`src/rtl/div_pkg.sv`:
```
// Shared divider definitions: datapath widths and the quotient type.
// Latency: n/a (declarations only).
// Backpressure: n/a.
package div_pkg;

    localparam int DIV_Q_W       = 8;
    localparam int DIV_DIVISOR_W = 20;
    localparam int DIV_REM_W     = 28;

    typedef logic [DIV_Q_W-1:0] div_q_t;

endpackage : div_pkg

```
`src/rtl/div_q_mem.sv`:
```
// Quotient storage: DEPTH x DATA_W register file, one sync write, one async read.
// Latency: write visible on the read port the cycle after the write edge.
// Backpressure: none; the owner decides when a write is legal.
//
// Ports:
//   clock   - write clock
//   wr_en   - write strobe, captured at the rising edge
//   wr_addr - write index
//   wr_dat  - write data
//   rd_addr - read index (combinational read)
//   rd_dat  - contents of rd_addr
//
// The array has no reset: the owning FIFO never exposes an entry that it has
// not written since reset, so clearing the storage would buy nothing.
module div_q_mem #(
    parameter int DATA_W = 8,
    parameter int DEPTH  = 4
) (
    input  logic                     clock,
    input  logic                     wr_en,
    input  logic [$clog2(DEPTH)-1:0] wr_addr,
    input  logic [DATA_W-1:0]        wr_dat,
    input  logic [$clog2(DEPTH)-1:0] rd_addr,
    output logic [DATA_W-1:0]        rd_dat
);

    logic [DATA_W-1:0] mem_q [DEPTH];

    always_ff @(posedge clock) begin
        if (wr_en) begin
            mem_q[wr_addr] <= wr_dat;
        end
    end

    assign rd_dat = mem_q[rd_addr];

endmodule : div_q_mem

```
`src/rtl/div_quotient_fifo.sv`:
```
// Result FIFO behind the divider's last stage; first-word fall-through to the consumer.
// Latency: a push at edge N is visible on q_data/q_valid during cycle N+1.
// Backpressure: none upstream (divider cannot stall); pushes into a full FIFO are dropped and flagged.
//
// Ports:
//   clock, reset_n   - clock and synchronous active-low reset
//   start_in, q_in   - quotient strobe and value from the final divider stage
//   q_ready          - consumer accepts q_data this cycle
//   clear_ovf        - clears overflow (and drop_count when present)
//   q_valid, q_data  - head of FIFO; q_data forced to 0 when empty
//   level/full/empty - registered occupancy
//   overflow         - sticky, set when a push is dropped
//   drop_count       - saturating count of dropped pushes (only with DIVQ_DROP_COUNT_EN)
//
// Build option: define DIVQ_DROP_COUNT_EN to add the drop_count port and counter.
module div_quotient_fifo
    import div_pkg::*;
#(
    parameter int DATA_W = DIV_Q_W,
    parameter int DEPTH  = 4
) (
    input  logic                     clock,
    input  logic                     reset_n,
    input  logic                     start_in,
    input  div_q_t                   q_in,
    input  logic                     q_ready,
    input  logic                     clear_ovf,
    output logic                     q_valid,
    output div_q_t                   q_data,
    output logic [$clog2(DEPTH):0]   level,
    output logic                     full,
    output logic                     empty,
    output logic                     overflow
`ifdef DIVQ_DROP_COUNT_EN
    ,
    output logic [7:0]               drop_count
`endif
);

    localparam int PTR_W = $clog2(DEPTH);
    localparam int LVL_W = PTR_W + 1;
    localparam logic [LVL_W-1:0] LVL_FULL = LVL_W'(DEPTH);

    logic [PTR_W-1:0] wr_ptr_q, wr_ptr_d;
    logic [PTR_W-1:0] rd_ptr_q, rd_ptr_d;
    logic [LVL_W-1:0] level_q,  level_d;
    logic             full_q,   full_d;
    logic             empty_q,  empty_d;
    logic             ovf_q,    ovf_d;

    logic             pop;
    logic             push_ok;
    logic             drop;
    logic [DATA_W-1:0] head_dat;

    // A pop frees the slot the same cycle, so a push into a full FIFO
    // is still accepted when the consumer is draining.
    assign pop     = !empty_q && q_ready;
    assign push_ok = start_in && (!full_q || pop);
    assign drop    = start_in && full_q && !pop;

    always_comb begin
        wr_ptr_d = wr_ptr_q;
        rd_ptr_d = rd_ptr_q;
        level_d  = level_q;

        if (push_ok) begin
            wr_ptr_d = wr_ptr_q + PTR_W'(1);
        end
        if (pop) begin
            rd_ptr_d = rd_ptr_q + PTR_W'(1);
        end

        if (push_ok && !pop) begin
            level_d = level_q + LVL_W'(1);
        end else if (pop && !push_ok) begin
            level_d = level_q - LVL_W'(1);
        end

        full_d  = (level_d == LVL_FULL);
        empty_d = (level_d == '0);

        // A drop in the same cycle as a clear keeps the flag set.
        if (drop) begin
            ovf_d = 1'b1;
        end else if (clear_ovf) begin
            ovf_d = 1'b0;
        end else begin
            ovf_d = ovf_q;
        end
    end

    always_ff @(posedge clock) begin
        if (!reset_n) begin
            wr_ptr_q <= '0;
            rd_ptr_q <= '0;
            level_q  <= '0;
            full_q   <= 1'b0;
            empty_q  <= 1'b1;
            ovf_q    <= 1'b0;
        end else begin
            wr_ptr_q <= wr_ptr_d;
            rd_ptr_q <= rd_ptr_d;
            level_q  <= level_d;
            full_q   <= full_d;
            empty_q  <= empty_d;
            ovf_q    <= ovf_d;
        end
    end

    // Writes are suppressed in the reset cycle so a quotient arriving
    // then is not captured.
    div_q_mem #(
        .DATA_W (DATA_W),
        .DEPTH  (DEPTH)
    ) u_mem (
        .clock   (clock),
        .wr_en   (push_ok && reset_n),
        .wr_addr (wr_ptr_q),
        .wr_dat  (q_in),
        .rd_addr (rd_ptr_q),
        .rd_dat  (head_dat)
    );

    assign q_valid  = !empty_q;
    assign q_data   = empty_q ? '0 : head_dat;
    assign level    = level_q;
    assign full     = full_q;
    assign empty    = empty_q;
    assign overflow = ovf_q;

`ifdef DIVQ_DROP_COUNT_EN
    logic [7:0] drop_cnt_q, drop_cnt_d;

    always_comb begin
        drop_cnt_d = drop_cnt_q;
        if (clear_ovf) begin
            drop_cnt_d = drop ? 8'd1 : 8'd0;
        end else if (drop && (drop_cnt_q != 8'hFF)) begin
            drop_cnt_d = drop_cnt_q + 8'd1;
        end
    end

    always_ff @(posedge clock) begin
        if (!reset_n) begin
            drop_cnt_q <= '0;
        end else begin
            drop_cnt_q <= drop_cnt_d;
        end
    end

    assign drop_count = drop_cnt_q;
`endif

endmodule : div_quotient_fifo

```
`config.mk`:
```
export PLATFORM = sky130hd
export DESIGN_NAME = div_quotient_fifo
export DESIGN_NICKNAME = d
export VERILOG_FILES = /design/src/rtl/div_pkg.sv /design/src/rtl/div_q_mem.sv /design/src/rtl/div_quotient_fifo.sv
export SDC_FILE = /design/constraint.sdc
export NUM_CORES = 1
export LEC_CHECK = 0
export CAP_MARGIN = 5
export CORE_MARGIN = 1.5
export CORE_UTILIZATION = 45
export DETAILED_ROUTE_END_ITERATION = 10
export DONT_BUFFER_PORTS = 1
export HOLD_SLACK_MARGIN = 0.06
export PLACE_DENSITY = 0.7
export SYNTH_ARGS = -nofsm -noshare
export SYNTH_HDL_FRONTEND = slang
export SYNTH_SLANG_ARGS = --single-unit
```
`constraint.sdc`:
```
create_clock -name clock -period 1.3 [get_ports clock]
set_input_delay 0.195 -clock clock [delete_from_list [all_inputs] [get_ports clock]]
set_output_delay 0.195 -clock clock [all_outputs]
set_load 0.02 [all_outputs]
```
Word level (Yosys, flattened, before mapping)
Memory sizes are Yosys's and may differ from the RTL's. A register that Yosys moved wholly into a read port is not among the register bits.
Cells that the tools add are included.
- register bits: 10
- bits in writable memories: 32
- output and inout port bits: 15
- logic and storage cells: 35
- memories: 1
- memory list (memory ; words ; bits a word ; rd ports ; clocked after memory_dff ; wr ports ; RTL line ; RTL):
    u_mem.mem_q ; 4 ; 8 ; 1 ; 1 ; 1 ; div_q_mem.sv:27 ; logic [DATA_W-1:0] mem_q [DEPTH];
- add/subtract/negate cells: 4
- eq/ne operators: 1
- mux-type cells: 9
- reduce and logical (&&, ||, !) cells: 14
- operator list (kind ; number):
    2-to-1 mux 8 bit ; 1
    logical AND 1 bit ; 7
    2-to-1 mux 3 bit ; 2
    adder 2 x 1 -> 2 bit (second input constant) ; 2
    zero test 1 bit ; 4
    2-to-1 mux 1 bit ; 4
    2-to-1 mux 2 bit ; 2
    adder 3 x 1 -> 3 bit (second input constant) ; 1
    equality test 3 bit (second input constant) ; 1
    zero test 3 bit ; 1
    subtractor 3 x 1 -> 3 bit (second input constant) ; 1
    nonzero test 2 bit ; 1
    logical OR 1 bit ; 1

Longest topological paths before layout
- depth in word-level cells: 9
- gate-level depth with buffers: 6
- mapped depth without buffers: 6

Cells and area by module
Synthesis repeated with hierarchy kept, for this count alone.
- cell total of the unflattened synthesis: 110
- area total of the unflattened synthesis: 1761.7 µm²
- modules (own cells, without submodules) (module ; instances ; cells an instance ; area each (µm²)):
    div_q_mem ; 1 ; 46 ; 1188.6
    div_quotient_fifo ; 1 ; 64 ; 573.0

Least setup slack after synthesis
Ideal clock, no wire load.
- kind: register to register
- start: reg empty_q (netlist: empty)
- end: reg full_q (netlist: full)
- library setup time: 80 ps
- data arrival time: 1554 ps
- setup slack: -335 ps
- cell stages (with the launch flop): 6
- path buffers: 1
- cell sequence: dfxtp_1 nand2b_4 buf_6 mux2_4 or3_1 a211oi_2
- cells in the longest elaborated chain, start to end: 9
- ends and longest elaborated chain (item ; RTL line ; RTL):
    start, declared ; div_quotient_fifo.sv:48 ; logic empty_q, empty_d;
    start signal, assigned ; div_quotient_fifo.sv:106 ; empty_q <= empty_d;
    zero test 1 bit * ; div_quotient_fifo.sv:58 ; assign pop = !empty_q && q_ready;
    logical AND 1 bit * ; div_quotient_fifo.sv:58 ;
    logical OR 1 bit ; div_quotient_fifo.sv:59 ; assign push_ok = start_in && (!full_q || pop);
    logical AND 1 bit ; div_quotient_fifo.sv:59 ;
    zero test 1 bit ; div_quotient_fifo.sv:76 ; end else if (pop && !push_ok) begin
    logical AND 1 bit ; div_quotient_fifo.sv:76 ;
    2-to-1 mux 3 bit ; div_quotient_fifo.sv:76 ;
    2-to-1 mux 3 bit * ; div_quotient_fifo.sv:74 ; if (push_ok && !pop) begin
    equality test 3 bit * ; div_quotient_fifo.sv:80 ; full_d = (level_d == LVL_FULL);
    end signal, assigned ; div_quotient_fifo.sv:105 ; full_q <= full_d;
    end, declared ; div_quotient_fifo.sv:47 ; logic full_q, full_d;
Mark *: on every way between the ends. The rest lies on a longest branch, timed or not.
A chain may end at the register's enable or synchronous reset.

==> reports/results.tsv <==
stage	metric	value	unit
sta	crit share post-route	129	%
routing	final wirelength	3940	um
die	effective utilization at floorplan	47.2	%
clocking	htree depth	2	
critical_path	CP arrival	1480	ps
grt	initial antenna violation count	0	
yosys	Syn Area/Cell	14.7	um2
routing	drt via density	5.41	
sta	final hold viol count	0	
routing	drt pass-1 iters	4	
run_status	run status	finished with violations	
grt	first-pass GRT wire length	5890	um
sta	Worst-Margin Slew	330	ps
clocking	clock transition at the registers of the reported paths	80	ps
critical_path	Crit path largest cell delay	510	ps
layout	multi-input gate area in the final layout	802	um2
yosys	Synth Area in Simple Gates	10.7	%
layout	share of cells above drive strength 1	47.3	%
yosys	Synth Area in Compound Gates	4.64	%
layout	fillers	281	
yosys	ys async rst share	0	%
layout	Synth-to-Final Area Change	32.5	%
critical_path	CP Data Required Time	1110	ps
critical_path	worst path cell trace	buf_6 -> mux4_2 -> and2_4	
yosys	mux contribution to synthesized area	11.8	%
die	Die X	68.2	um
critical_path	register-to-register path setup slack	-120	ps
yosys	largest family of logic cells by synthesized area	multiplexers	
die	Top-Level Pins	28	
sta	RSZ-0062 raised after global routing	true	
yosys	Mapped Area	1920	um2
die	Core ar.	4060	um2
layout	most frequent cells in the layout	32 x edfxtp_1, 18 x buf_4, 12 x and2_4, 9 x nor2_1, 9 x dlygate4sd3_1	
sta	fin crit period	1670	ps
clocking	CTS tree	yes	
run_status	violated checks	setup timing	
critical_path	Worst setup EP type	output port	
place	total placed cells including tap cells	196	
grt	GRT Total Usage	18.8	%
sta	hold_ws	85.8	ps
routing	per-cell routed wire length	18.1	um
grt	largest net degree at the start of global routing	16	
critical_path	worst reg2reg startpoint	empty	
layout	Post-Layout Cell Count	217	
yosys	EDFF count, synth	32	
yosys	post-synth cell types	34	
place	GPL Wtd Cong	0.845	
routing	Residual DRC	0	
critical_path	R2R Path End	full	
yosys	top cells by area, synth	edfxtp_1 50%, dfxtp_1 13%, mux4_2 9.4%, and2_1 4.2%, ha_1 3.9%	
critical_path	CP startpoint kind	register	
power	Peak VDD IR	1.01	mV
clocking	Clk Latency, worst-skew pair	300	ps
yosys	top cell type by total area after synthesis	edfxtp_1	
sta	Peak Freq	598	MHz
yosys	Yosys warnings	0	
layout	antenna fix cells	0	
place	Buffers on Ports	0	
die	die area	4660	um2
yosys	flops & latches, synth	44	
layout	Reg area	1210	um2
critical_path	crit path max fanout	3	
clocking	total CTS buffers	5	
yosys	ys flop type	edfxtp_1	
grt	vias in the first global route	1201	
grt	GR Overflow Total	0	
routing	DRT iter0 DRCs	55	
routing	Post-DRT Antenna Nets	0	
clocking	deepest clock path buffer count	2	
yosys	top-area cell type share of the netlist area	50.2	%
yosys	Adder-Cell Fraction of Synth Area	3.92	%
sta	skew final	6.80	ps
sta	final setup vio count	11	
place	DP Wirelength	2500	um
run	Max Cap Viol	0	
yosys	sequential area share after synthesis	62.7	%
layout	layout net count	185	
clocking	clk root buf	clkbuf_8	
power	static leakage	0.922	nW
die	Chip Height	68.2	um
yosys	post-synthesis net count	149	
critical_path	crit path kind	reg2out	
critical_path	CP Capture Point	q_data[3]	
critical_path	Worst R2R Path Depth	4	
sta	final worst setup slack	-371	ps
yosys	XOR/XNOR Fraction of Synth Area	3.20	%
die	row count	23	
yosys	Mapped Cells	130	
hold_path	Min-Delay Path Class	in2reg	
sta	Slew Limit Fails	0	
critical_path	Worst path slowest cell	mux4_2	
power	PD cells	1660	nW/um2
sta	relative slew slack	78.0	%
clocking	clk sinks	44	
layout	commonest non-fill, non-tap cell in the layout	edfxtp_1	
routing	Via Count	1174	
-- final cells by class --
type | count | share of cell area (%)
multi-input combinational | 73 | 31.6
clock inverter | 3 | 1.82
timing repair buffer | 33 | 11.9
sequential | 44 | 47.9
clock buffer | 5 | 2.71
inverter | 8 | 1.33
tap | 50 | 2.47
timing repair inverter | 1 | 0.296
-- metal layers --
layer	global-route usage, %	vias to the layer above	wire length [um]
met1	22.0	582	1550
met3	4.11	6	194
met2	32.2	43	2160
met4	9.50	0	38
li1	-	543	-
met5	0	-	0
-- cell families (layout without fill, tap and decap cells) --
group | count (synthesis) | in the layout
DFF | 44 | 44
and+or+nand+nor | 35 | 35
AOI/OAI and AO/OA | 13 | 13
buffers and inverters | 13 | 50
muxes | 12 | 12
xor gates and xnor gates | 7 | 7
adders and majority gates | 6 | 6
-- sequential cells by signal, indices dropped and copies added, names as in the netlist, named ones only --
register	flops
u_mem.mem_q	32
overflow	1
empty	1
full	1
level	3
wr_ptr_q	2
rd_ptr_q	2
-- stage by stage --
| stage | util, % | setup TNS (ps) | cell area, um2 | setup WS (ps) | power (mW) |
|---|---|---|---|---|---|
| floorplan | - | -3120 | 1970 | -202 | 2.52 |
| global placement | 53.0 | -1850 | 2150 | -184 | 2.80 |
| detailed placement | 53.0 | -3020 | 2150 | -169 | 2.83 |
| CTS | 61.2 | -3060 | 2480 | -385 | 4.15 |
| global route | 62.5 | -3470 | 2540 | -409 | 4.37 |
| finish | 62.5 | -2970 | 2540 | -371 | 4.21 |
-- worst min-delay path by stage --
stage                  start                end  cells after the start
global route        start_in           overflow                      2
detailed placement   q_in[7]  u_mem.mem_q[3][7]                      0
CTS                 start_in           overflow                      2
global placement     q_in[0]  u_mem.mem_q[3][0]                      0
finish              start_in           overflow                      2
floorplan            reset_n              empty                      1
-- synth_stat cells, types with 2 or more instances --
master,instances
nor2b_1,2
mux4_2,8
nor2_1,9
dfxtp_1,12
nand2_1,2
buf_2,2
clkbuf_1,2
o21ai_0,3
ha_1,6
mux2i_1,3
xor2_1,4
xnor2_1,3
and2_1,13
a21oi_1,3
nand2b_1,2
edfxtp_1,32
inv_1,7
-- worst max-delay path, delay by kind of cell (launching register included) --
kind,cells,cell delay (ps)
and+or+nand+nor,1,180
DFF,1,370
buffers and inverters,1,120
muxes,1,510
-- power by group --
part | internal [mW] | switching (mW) | total [mW]
Clock | 0.578 | 0.472 | 1.05
Combinational | 0.732 | 0.718 | 1.45
Sequential | 1.63 | 0.0802 | 1.71
Total | 2.94 | 1.27 | 4.21
-- repair_timing --
item / CTS / global route
setup endpoints to repair: 46 / 45
endpoints found under the hold margin: 34 / 0
setup buffers: 1 / 2
hold buffers: 9 / 0
pin swaps: 15 / 5
gates resized for setup: 25 / 8
cloned: 1 / 0
(Power assumes the default switching activity.)
